## src/rtl/priority_request_server.sv

```systemverilog
// Sticky request collector with a valid/ready grant server.
// The highest pending index is offered first, and a bit clears once its grant is accepted.
module priority_request_server #(
    parameter int unsigned N    = 4,
    parameter int unsigned IDXW = 2,
    parameter int unsigned CNTW = 8
) (
    input  logic            clk,
    input  logic            reset,
    input  logic [N-1:0]    req_in,
    input  logic            grant_ready,
    output logic            grant_valid,
    output logic [IDXW-1:0] grant_idx,
    output logic [N-1:0]    pending,
    output logic            z,
    output logic [CNTW-1:0] grant_count
);

    localparam logic [0:0] IDLE  = 1'b0;
    localparam logic [0:0] OFFER = 1'b1;

    logic [0:0]      state;
    logic [0:0]      state_next;
    logic            valid_next;
    logic [IDXW-1:0] idx_next;
    logic [N-1:0]    pending_next;
    logic [CNTW-1:0] count_next;

    logic            accept;
    logic [N-1:0]    clr;
    logic [N-1:0]    cand;

    // Highest set index wins; a later loop iteration overrides an earlier one.
    function automatic logic [IDXW-1:0] hi_index(input logic [N-1:0] v);
        logic [IDXW-1:0] r;
        r = '0;
        for (int unsigned i = 0; i < N; i++) begin
            if (v[i]) begin
                r = IDXW'(i);
            end
        end
        return r;
    endfunction

    // Clear the served bit. Requests arriving this cycle are not candidates yet.
    always_comb begin
        accept = grant_valid & grant_ready;
        clr    = '0;
        if (accept) begin
            clr[grant_idx] = 1'b1;
        end
        cand         = pending & ~clr;
        pending_next = cand | req_in;
    end

    always_comb begin
        state_next = state;
        valid_next = grant_valid;
        idx_next   = grant_idx;
        count_next = grant_count;
        case (state)
            IDLE: begin
                if (cand != '0) begin
                    idx_next   = hi_index(cand);
                    valid_next = 1'b1;
                    state_next = OFFER;
                end
            end
            OFFER: begin
                // An open offer is never preempted; it moves only on accept.
                if (accept) begin
                    count_next = grant_count + CNTW'(1);
                    if (cand != '0) begin
                        idx_next = hi_index(cand);
                    end else begin
                        valid_next = 1'b0;
                        state_next = IDLE;
                    end
                end
            end
            default: begin
                valid_next = 1'b0;
                state_next = IDLE;
            end
        endcase
    end

    always_ff @(posedge clk) begin
        if (reset) begin
            state       <= IDLE;
            grant_valid <= 1'b0;
            grant_idx   <= '0;
            pending     <= '0;
            grant_count <= '0;
        end else begin
            state       <= state_next;
            grant_valid <= valid_next;
            grant_idx   <= idx_next;
            pending     <= pending_next;
            grant_count <= count_next;
        end
    end

    assign z = |pending;

endmodule

```

## config.mk

```make
export PLATFORM = sky130hd
export DESIGN_NAME = priority_request_server
export DESIGN_NICKNAME = d
export VERILOG_FILES = /design/src/rtl/priority_request_server.sv
export SDC_FILE = /design/constraint.sdc
export NUM_CORES = 1
export LEC_CHECK = 0
export CORE_AREA = 5 5 50 52
export CTS_CLUSTER_SIZE = 10
export DETAILED_ROUTE_END_ITERATION = 8
export DIE_AREA = 0 0 55 57
export MAX_ROUTING_LAYER = met4
export PLACE_DENSITY = 0.67
export SLEW_MARGIN = 10
export SYNTH_ARGS = -nofsm -noshare
export SYNTH_HDL_FRONTEND = slang
export SYNTH_SLANG_ARGS = --single-unit
```

## constraint.sdc

```tcl
create_clock -name clk -period 1.7 [get_ports clk]
set_clock_uncertainty 0.15 [all_clocks]
set_input_delay 0.34 -clock clk [delete_from_list [all_inputs] [get_ports clk]]
set_output_delay 0.34 -clock clk [all_outputs]
set_load 0.01 [all_outputs]
```

======== Word level (Yosys, flattened, before mapping) ========
Index checks and enable logic that the tools add are counted.
Widths: inputs -> output; s select.
word-level totals
  register bits ........................... 16
  input bits .............................. 7
  logic and storage cells ................. 37
cells by class
  add/subtract/negate cells ............... 1
  order comparisons ....................... 2
  equal/unequal tests ..................... 3
  muxes and demuxes ....................... 16
  bitwise gates (word level) .............. 5
  reductions and logical operators ........ 5
operator list
  operator             count
  $add 8x1->8 const B  1
  $mux 2               4
  $mux 1               7
  $and 4x4->4          1
  $mux 4               1
  $ne 2x2->1 const B   2
  $not 4->4            1
  $or 4x4->4           1
  $pmux 1 s2           2
  $pmux 2 s2           1
  $reduce_bool 4->1    1
  $reduce_or 4->1      1
  $lt 2x3->1 const B   1
  $reduce_and 3->1     1
  $demux 1 s2          1
  $ge 2x1->1 const B   1
  $ne 2x1->1 const B   1
  $reduce_and 2->1     1
  $and 1x1->1          1
  $logic_and 1x1->1    1
  $not 1->1            1

======== Logic depth before layout (Yosys ltp) ========
  word-level depth ........................ 13
  gate-level depth with buffers ........... 5
  mapped depth without buffers ............ 4

======== Least setup slack after synthesis ========
OpenSTA, ideal clock, no wires.
  kind .................................... reg2reg
  start ................................... register grant_idx[0]
  end ..................................... register grant_idx[0]
  setup time .............................. 70 ps
  data arrival time ....................... 1,295 ps
  slack ................................... 185 ps
  stages on the path, launching flop included .. 5
  buffers on the path ..................... 0
  cells stage by stage .................... dfxtp_1 -> mux2i_1 -> a211oi_2 -> or3b_1 -> a21oi_1
on the way
  cells in the longest elaborated chain, start to end .. 13
  elaborated cells on any way between the ends .. 15
  classes of those cells .................. order compare: 2; mux: 9; bitwise: 2; reduce/logical: 2
ends and longest elaborated chain
  what                                                                   line    RTL
  start, declared                                                        13      output logic [IDXW-1:0] grant_idx,
  start signal, assigned                                                 98      grant_idx <= idx_next;
  $lt 2x3->1 (not written as such) / $ge 2x1->1 (equally long branches)  50      clr[grant_idx] = 1'b1;
  $logic_and 1x1->1 (not written as such)                                50
  $mux 1 (not written as such)                                           50
  $demux 1 s2                                                            50
  $mux 4                                                                 49      if (accept) begin
  $not 4->4                                                              52      cand = pending & ~clr;
  $and 4x4->4                                                            52
  $mux 1                                                                 38      if (v[i]) begin
  $mux 2 (2 in a row)                                                    38
  $mux 2 *                                                               63, 73
  $mux 2                                                                 71      if (accept) begin
  $pmux 2 s2 *                                                           61      case (state)
Every way passes the cells marked *; elsewhere a longest branch is shown, timed or not. The select of a mux whose other input is x is not followed.
A chain may end at the register's enable or synchronous reset.

======== Worst setup path after layout ========
  start ................................... register pending[1]
  end ..................................... output z
on the way
  cells in the longest elaborated chain, start to end .. 1
ends and longest elaborated chain
  what                    line  RTL
  start, declared         14    output logic [N-1:0] pending,
  start signal, assigned  99    pending <= pending_next;
  $reduce_or 4->1         104   assign z = |pending;
  end, declared           15    output logic z,
Every way passes these cells.

==> results.md <==
- Clock edge transition at the registers on the reported setup and hold paths: around 100 ps
- Yosys warnings: 0
- Combinational group share of total power: between 10% and 20%
- Adder-cell share of the synthesized area: about 1.6%
- Buffer and inverter count on the worst path: 1
- Average cell area after synthesis: just over 8 µm²
- Seq/Total Area, Yosys: approximately 42%
- Vias in the first global route: 781
- 1st-pass router iterations: 6
- CTS Buffer Depth: 2
- # hold bufs at CTS: 0
- Sort of element at the end of the critical path: output port
- Worst slew margin relative to its limit: slightly above 80%
- Kind of launch point of the worst setup path: register
- F_max: between 600 and 700 MHz
- Unrepaired setup endpoints after global routing: no
- CP Depth: 3
- Count of state elements after synthesis: 16
- Hold Worst Slack: roughly 360 ps
- GPL Wtd Cong: 0.788
- Fraction of layout instances using a drive strength above 1: between 20 and 25%
- R2R setup slack: between 150 and 200 ps
- CTS H-tree depth: 1
- R2r startpoint: grant_idx[0]
- Mapped Area: 762 µm²
- Remaining number of nets flagged by the antenna check after routing: 0
- Xor and xnor area share after synthesis: slightly below 7%
- N_diodes: 0
- Max-cap violations: 0
- Leakage power figure: 0.526 nW
- Critical R2R Capture: grant_idx[0]
- Dominant synthesized flop cell: sky130_fd_sc_hd__dfxtp_1
- Timing endpoint of the critical path: z
- Clock period minus worst slack: around 1600 ps
- Clock tree from TritonCTS: yes
- Number of enable flip-flop cells after synthesis: 0
- Power density of the placed cells: between 700 and 800 nW/µm²
- Wire length of the first global-routing pass: 3220 µm
- Detailed-placement wirelength estimate: about 1500 µm
- Sw power: 0.227 mW
- Total internal power: roughly 0.61 mW
- Share of power burned in registers: between 50% and 60%
- Number of standard cells after synthesis: 93
- Worst-margin pin slew: roughly 270 ps
- Initial standard-cell utilization of the core: a little under two fifths
- Library cells used by synthesis: 27
- Die ar.: around 3100 µm²
- Maximum number of pins on one net before global-route repair: 11
- Area inside the core boundary: slightly above 2000 µm²
- Via total after detailed routing: approximately 800
- Arrival time at the worst endpoint: ~1100 ps
- Slew Limit Fails: 0
- Vias per std cell: 5.14
- Number of hold violations in the final report: 0
- Total I/O pin count: 23
- Status: finished clean
- Post-synthesis async set-or-reset flop share: 0%
- Number of standard-cell rows in the floorplan: 17
- DIE HEIGHT: between 50 and 60 µm
- Type of the worst min-delay path: reg2reg
- Kind of critical path: reg2out
- Area growth from synthesis to layout: 48.8%
- Standard cell with the maximum stage delay on the critical path: sky130_fd_sc_hd__dfxtp_2
- Crit path cell chain: nor2_1 > nand2_1 > dlygate4sd2_1
- Count of port buffers added during placement: 22
- CP Data Required Time: approximately 1200 ps
- Net count after synthesis: a little over 100
- CTS Sinks: 16
- Initial DRC Count: 6
- Peak supply drop: about 0.50 mV
- GRT Overall Usage: around 14%
- Simple-gate share of the synthesized area: 26.3%
- Largest cells by area after synthesis: sky130_fd_sc_hd__dfxtp_1 42%, sky130_fd_sc_hd__a21oi_1 7.2%, sky130_fd_sc_hd__nor2_1 6.9%, sky130_fd_sc_hd__nand2_1 4.9%, sky130_fd_sc_hd__xnor2_1 3.4%
- Routed length per instance: 13.0 µm
- Clock Power Share: between 20% and 30%
- Number of setup violations in the final report: 0
- Largest fanout on the critical path: 6
- Share of the clock period used by the worst path after layout: a little over nine tenths
- Combinational family with the most area after synthesis: simple AND/OR/NAND/NOR gates
- Synth Area in Compound Gates: roughly 18%
- Cell taking the most area after synthesis: sky130_fd_sc_hd__dfxtp_1
- Layout Nets: roughly 140
- Clock latency at the later pin of the worst-skew pair: about 280 ps
- Final routed wirelength across all metal layers: around 2000 µm
- Area share of the leading cell type in the synthesized netlist: 42.0%
- Root buffer selected by CTS: sky130_fd_sc_hd__clkbuf_4
- Worst Reg2Reg Path Length in Cells: 4
- Share of cell area taken by muxes after synthesis: under 10%
- Switching share of power: 27.1%
- Die Wd: between 50 and 60 µm
- Critical path origin: pending[1]
- Post-route total power: ~0.84 mW
- Critical Path Max Stage Delay: 350 ps
- GRT Residual Overflow: 0
- CP delay by family, top: flip-flops
- Initial antenna violation count: 0
- Remaining routing DRC violations: 0
- Num CTS Buffers: 3
## worst min-delay path by stage
stage / from / to / slack [ps] / cells after the start
global route: grant_count[1] / grant_count[1] / 400 / 2
floorplan: grant_ready / grant_valid / 310 / 1
finish: grant_count[1] / grant_count[1] / 360 / 2
global placement: grant_count[1] / grant_count[1] / 340 / 2
CTS: grant_count[1] / grant_count[1] / 360 / 2
detailed placement: grant_count[1] / grant_count[1] / 340 / 2
## routing by layer
metal  vias up  track usage [%]  share of wire [%]
met5         -                -                  0
met4         0             5.21                  0
met3         0             3.66                4.9
met2        19             22.5                 49
met1       374             16.7                 46
li1        398                -                  -
## stage by stage
stage | setup TNS [ps] | cell area (µm²) | instances | utilization (%) | setup WS, ps
detailed placement | -2500 | 1080 | 150 | 52.4 | -287
global route | 0 | 1130 | 154 | 54.9 | 20.9
global placement | -1910 | 1080 | 150 | 52.4 | -239
finish | 0 | 1130 | 154 | 54.9 | 75.9
CTS | 0 | 1120 | 154 | 54.3 | 6.40
floorplan | 0 | 762 | 93 | - | 185
## cells in the final DEF, fill, tap and decap left out, drive strengths merged
master,instances
dfxtp,16
and3b,1
nand4b,1
a21boi,1
ha,1
or3b,1
inv,3
o221ai,2
or3,2
a21oi,11
mux2i,2
a311oi,1
nand4,3
nor3,2
xor2,3
clkbuf,4
nand2,10
o211ai,1
clkdlybuf4s50,5
a211oi,3
nor2,14
buf,10
dlymetal6s2s,3
dlygate4sd2,14
and3,4
nand3,2
nand2b,1
o21ai,2
xnor2,3
## cells by family (layout without fill, tap and decap cells)
group / Yosys count / after routing
AND/OR/NAND/NOR: 41 / 41
buffers and inverters: 6 / 39
adder cells (fa/ha/maj): 1 / 1
flip-flops: 16 / 16
multiplexers: 2 / 2
AO/OA/AOI/OAI: 21 / 21
XOR/XNOR: 6 / 6
## cell usage after synthesis (2+ instances only)
library cell and number:
sky130_fd_sc_hd__a211oi_1 2, sky130_fd_sc_hd__a21oi_1 11, sky130_fd_sc_hd__and3_1 3, sky130_fd_sc_hd__clkbuf_1 3, sky130_fd_sc_hd__dfxtp_1 16, sky130_fd_sc_hd__inv_1 3
sky130_fd_sc_hd__mux2i_1 2, sky130_fd_sc_hd__nand2_1 10, sky130_fd_sc_hd__nand3_1 2, sky130_fd_sc_hd__nand4_1 3, sky130_fd_sc_hd__nor2_1 14, sky130_fd_sc_hd__nor3_1 2
sky130_fd_sc_hd__o21ai_0 2, sky130_fd_sc_hd__o221ai_1 2, sky130_fd_sc_hd__or3_1 2, sky130_fd_sc_hd__xnor2_1 3, sky130_fd_sc_hd__xor2_1 3
## sequential cells by signal, summed over array words and instances (netlist names)
| name | flops |
|---|---|
| grant_count | 8 |
| pending | 4 |
| grant_idx | 2 |
| grant_valid | 1 |
| state | 1 |
## worst reg2reg max path: stages, from the launching register on
cell,delay (ps)
sky130_fd_sc_hd__dfxtp_4,390
sky130_fd_sc_hd__mux2i_1,300
sky130_fd_sc_hd__a211oi_2,120
sky130_fd_sc_hd__or3b_1,380
sky130_fd_sc_hd__a21oi_1,140
## power by group through the flow
stage / combinational, mW / clock, mW / sequential (mW)
2_1_floorplan: 0.0738 / 0 / 0.436
3_3_place_gp: 0.167 / 0 / 0.434
3_5_place_dp: 0.171 / 0 / 0.435
4_1_cts: 0.160 / 0.259 / 0.430
5_1_grt: 0.174 / 0.272 / 0.437
6_report: 0.158 / 0.250 / 0.432
## layout make-up
type | instances | area (µm²)
multi-input combinational | 71 | 427
sequential | 16 | 339
tap | 28 | 35.0
inverter | 3 | 11.3
fill | 215 | 930
timing repair buffer | 32 | 285
clock buffer | 4 | 36.3
## repair_timing
item,CTS,global route
pin swaps,0,0
resized for setup,27,4
endpoints found under the setup margin,14,10
buffers inserted,0,0
Power figures use the tool's default switching activity.
==> edit 1: new RTL, same flow settings <==
Put one more register stage on the output `grant_count`, with the module's reset. The value now appears one clock later. The other outputs are not delayed to match.
--- a/src/rtl/priority_request_server.sv
+++ b/src/rtl/priority_request_server.sv
@@ -18,6 +18,8 @@
 
     localparam logic [0:0] IDLE  = 1'b0;
     localparam logic [0:0] OFFER = 1'b1;
+
+    logic [CNTW-1:0] grant_count_s0;
 
     logic [0:0]      state;
     logic [0:0]      state_next;
@@ -57,7 +59,7 @@
         state_next = state;
         valid_next = grant_valid;
         idx_next   = grant_idx;
-        count_next = grant_count;
+        count_next = grant_count_s0;
         case (state)
             IDLE: begin
                 if (cand != '0) begin
@@ -69,7 +71,7 @@
             OFFER: begin
                 // An open offer is never preempted; it moves only on accept.
                 if (accept) begin
-                    count_next = grant_count + CNTW'(1);
+                    count_next = grant_count_s0 + CNTW'(1);
                     if (cand != '0) begin
                         idx_next = hi_index(cand);
                     end else begin
@@ -91,17 +93,25 @@
             grant_valid <= 1'b0;
             grant_idx   <= '0;
             pending     <= '0;
-            grant_count <= '0;
+            grant_count_s0 <= '0;
         end else begin
             state       <= state_next;
             grant_valid <= valid_next;
             grant_idx   <= idx_next;
             pending     <= pending_next;
-            grant_count <= count_next;
+            grant_count_s0 <= count_next;
         end
     end
 
     assign z = |pending;
 
+    always_ff @(posedge clk) begin
+        if (reset) begin
+            grant_count <= '0;
+        end else begin
+            grant_count <= grant_count_s0;
+        end
+    end
+
 endmodule
 
Behaviour: not the same (a bounded check fails within 4 cycles, from zero or initial values and one cycle with reset high).
==> edit 1 against the original RTL <==
- clock power increased by 16%
- wire length increased by 2.4%
- power increased by 27%
- setup slack got worse by 26 ps
- synthesized area increased by 28%
- synthesized cell count increased by 15%
- cell area increased by 21%
- final cell count increased by 9.7%
- hold slack got worse by 18 ps
- sequential share of layout area increased by 6.5 points
- first-iteration DRC count increased by 100%
- non-clock buffer count increased by 1
- sequential cell count increased by 8
- largest power group unchanged
- highest routed layer is now met4
==> edit 1: results <==
set metrics [dict create \
    multi_input_cells 77 \
    relSlewSlack_pct 83.1 \
    grt_pass1_wl_mm 3.49 \
    nNonClkBuffers 33 \
    synth_compound_area_share_pct 11.7 \
    gp_congestion 0.935 \
    drt_iter0_drc 12 \
    track_usage_pct 15.4 \
    bufAreaShareNonClock_pct 22.7 \
    status "finished clean" \
    yosys-top-cells-count "dfxtp_1, nor2_1, a21oi_1" \
    netlist_top_cells_area "dfxtp_1, nor2_1, xor2_1" \
    dp_cells 164 \
    drive_gt1_share_pct 16.3 \
    routed_wirelength_mm 2.06 \
    seqPwrFrac_pct 57.5 \
    synthAdderAreaFrac_pct 1.29 \
    cp_max_fo 4 \
    cts_resized 20 \
    postPlaceCellArea_um2 1290 \
    clk_pin_slew_ps 120 \
    netlist_area_um2 972 \
    first_pass_iters 4 \
    rr_startpoint "pending[2]" \
    cpPeakStageDelay_ps 380 \
    cp_slowest_cell "dfxtp_4" \
    switching_power_uw 265 \
    syn_nets 115 \
    seq_area_um2 498 \
    holdPathEnd "grant_count[7]" \
    reg_top3 "grant_count x8, grant_count_s0 x8, pending x4" \
    multi_input_comb_area_um2 475 \
    synth_seq_cells 24 \
    fin_cells 169 \
    clk_share_pct 2.66 \
    via_count 867 \
    reg2reg_depth 5 \
]
==> edit 1: cell count changes after synthesis, sizes merged, moves of 2 or more <==
cell   change
dfxtp      +8
nor2b      +8
nand2      -3
xor2       +3
a21oi      -2
and2       +2
nor2       +2
nor3       -2
xnor2      -2
==> edit 1: critical path: cells and delay by family (launching register included) <==
kind                   cells  cell delay (ps)
buffers and inverters      1              280
DFF                        1              380
and+or+nand+nor            2              190
==> edit 1: layer usage <==
layer  GRT usage [%]  share of wire [%]  up-vias
met5               -                  0        -
met4            6.25               0.83        0
met3            2.35                3.8        2
met2            26.0                 49       24
met1            17.6                 46      405
li1                -                  -      436
==> edit 1: worst max-delay path by stage <==
stage / from / to / slack (ps) / cells past startpoint
finish: pending[2] / z / 50 / 3
global placement: grant_ready / grant_idx[0] / -180 / 5
detailed placement: grant_ready / grant_idx[0] / -210 / 5
floorplan: grant_idx[0] / grant_idx[0] / 210 / 4
CTS: grant_count[4] / grant_count[4] / 10 / 1
global route: pending[2] / z / -20 / 3
==> edit 2: new RTL, same settings <==
Made on the original files. The parameter `CNTW` goes from 8 to 4.
--- a/src/rtl/priority_request_server.sv
+++ b/src/rtl/priority_request_server.sv
@@ -3,7 +3,7 @@
 module priority_request_server #(
     parameter int unsigned N    = 4,
     parameter int unsigned IDXW = 2,
-    parameter int unsigned CNTW = 8
+    parameter int unsigned CNTW = 4
 ) (
     input  logic            clk,
     input  logic            reset,
Interface: changed (resized grant_count); port bits go from 23 to 19. The function was not compared with the original's and may differ.
==> edit 2 against the original RTL <==
- cell area shrank 21%
- setup slack lost 43 ps
- power shrank 14%
- via count shrank 21%
- synthesized cell count shrank 22%
- synthesized area shrank 23%
- sequential cell count shrank 4
- first-iteration DRC count grew 120%
- utilization shrank 11 points
- sequential power shrank 24%
- wire length shrank 26%
- largest cell class unchanged
- largest power group unchanged
- highest routed layer is now met4
==> edit 2: results <==
set metrics [dict create \
    status "finished clean" \
    first_pass_iters 4 \
    hp-class "register to register" \
    cts-htree-levels 1 \
    synth_cell_type_count 22 \
    io_buffer_count 18 \
    track_usage_pct 11.1 \
    layout.nets 109 \
    synth_mux_area_share_pct 5.10 \
    cts_buffers 3 \
    reg_top3 "grant_count x4, pending x4, grant_idx x2" \
    drive_gt1_share_pct 20.0 \
    cts_buffer_depth 2 \
    via_count 621 \
    grt_pass1_vias 630 \
    p_leak_nw 0.417 \
    ys_warn_count 0 \
    drt_iter0_drc 13 \
    antenna_cells 0 \
    rr_startpoint "pending[2]" \
    antenna_found_initial 0 \
    min-delay-start "grant_count[3]" \
    routed.top_layer "met4" \
    hpwl_mm 1.13 \
    yosys-top-cells-count "dfxtp_1, nor2_1, a21oi_1" \
    arrival_ps 1180 \
    ys_seq_area_share_pct 40.8 \
    synth_xor_area_share_pct 2.97 \
    postCtsSetupBuffers 0 \
    relSlewSlack_pct 79.7 \
    netlist_top_cells_area "dfxtp_1, a21oi_1, nor2_1" \
    gp_congestion 0.878 \
    clk_pin_slew_ps 80 \
    wl_met3_um 77 \
    syn_nets 81 \
    dieArea_um2 3140 \
    synth_compound_area_share_pct 21.7 \
    grt_pass1_wl_mm 2.52 \
    cpPeakStageDelay_ps 540 \
    crit_start "pending[0]" \
    cp_max_fo 4 \
    cp_slowest_cell "clkdlybuf4s50_1" \
    root_buffer "clkbuf_4" \
    ys_async_sr_fraction_pct 0 \
    synthAdderAreaFrac_pct 2.12 \
    wl_met1_um 668 \
    peakVddDrop_mv 0.476 \
    cp_top_family "buffers and inverters" \
    wl_met2_um 714 \
    routed_wirelength_mm 1.48 \
    synth-main-ff-cell "dfxtp_1" \
]
## edit 2: cell count changes after synthesis, sizes merged, moves of 2 or more
cell and change:
dfxtp -4, nand2 -4, nor2 -3, xnor2 -3
and3 -2, buf +2, clkbuf -2, nor3 -2
## edit 2: cell type report
type	count	share of cell area, %
repair buffers	26	26.5
clock buffers	4	4.04
well taps	28	3.91
inverters	4	1.67
flip-flops and latches	12	27.9
multi-input cells	54	36.0
## edit 2: final timing paths
check | end | slack [ps] | cells past startpoint
setup / recovery | pending[0] | 30 | 1
hold / removal | grant_count[3] | 340 | 2
setup reg to reg | grant_idx[0] | 230 | 5
hold reg to reg | grant_count[3] | 340 | 2
## edit 2: what timing repair did
item | CTS | global route
gates resized for setup | 16 | 3
hold buffers | 0 | 0
endpoints found under the setup margin | 11 | 5
## edit 2: logic make-up after synthesis
family,count (synthesis)
muxes,3
adders and majority gates,1
AOI/OAI and AO/OA,20
xor gates and xnor gates,2
buffers and inverters,7
and+or+nand+nor,28
DFF,12
## edit 2: stage by stage
step	cell area, um^2	TNS, ps	power [mW]	std cells	setup slack (ps)
3_5_place_dp	851	-1450	0.504	124	-280
6_report	897	0	0.721	128	32.6
3_3_place_gp	851	-1220	0.501	124	-256
4_1_cts	890	0	0.735	128	3.05
5_1_grt	897	0	0.768	128	2.77
2_1_floorplan	589	0	0.413	73	244
## edit 2: report_power, final
part	total, mW	leakage, nW	internal, mW	switching (mW)
combinational	0.161	0.295	0.0858	0.0748
clock	0.231	0.0210	0.130	0.100
sequential	0.330	0.101	0.304	0.0265
total	0.721	0.417	0.520	0.202
## edit 2: metal layers
layer / track usage [%] / vias up
li1: - / 315
met1: 13.1 / 286
met2: 17.2 / 18
met3: 2.61 / 2
met4: 5.21 / 0
met5: - / -
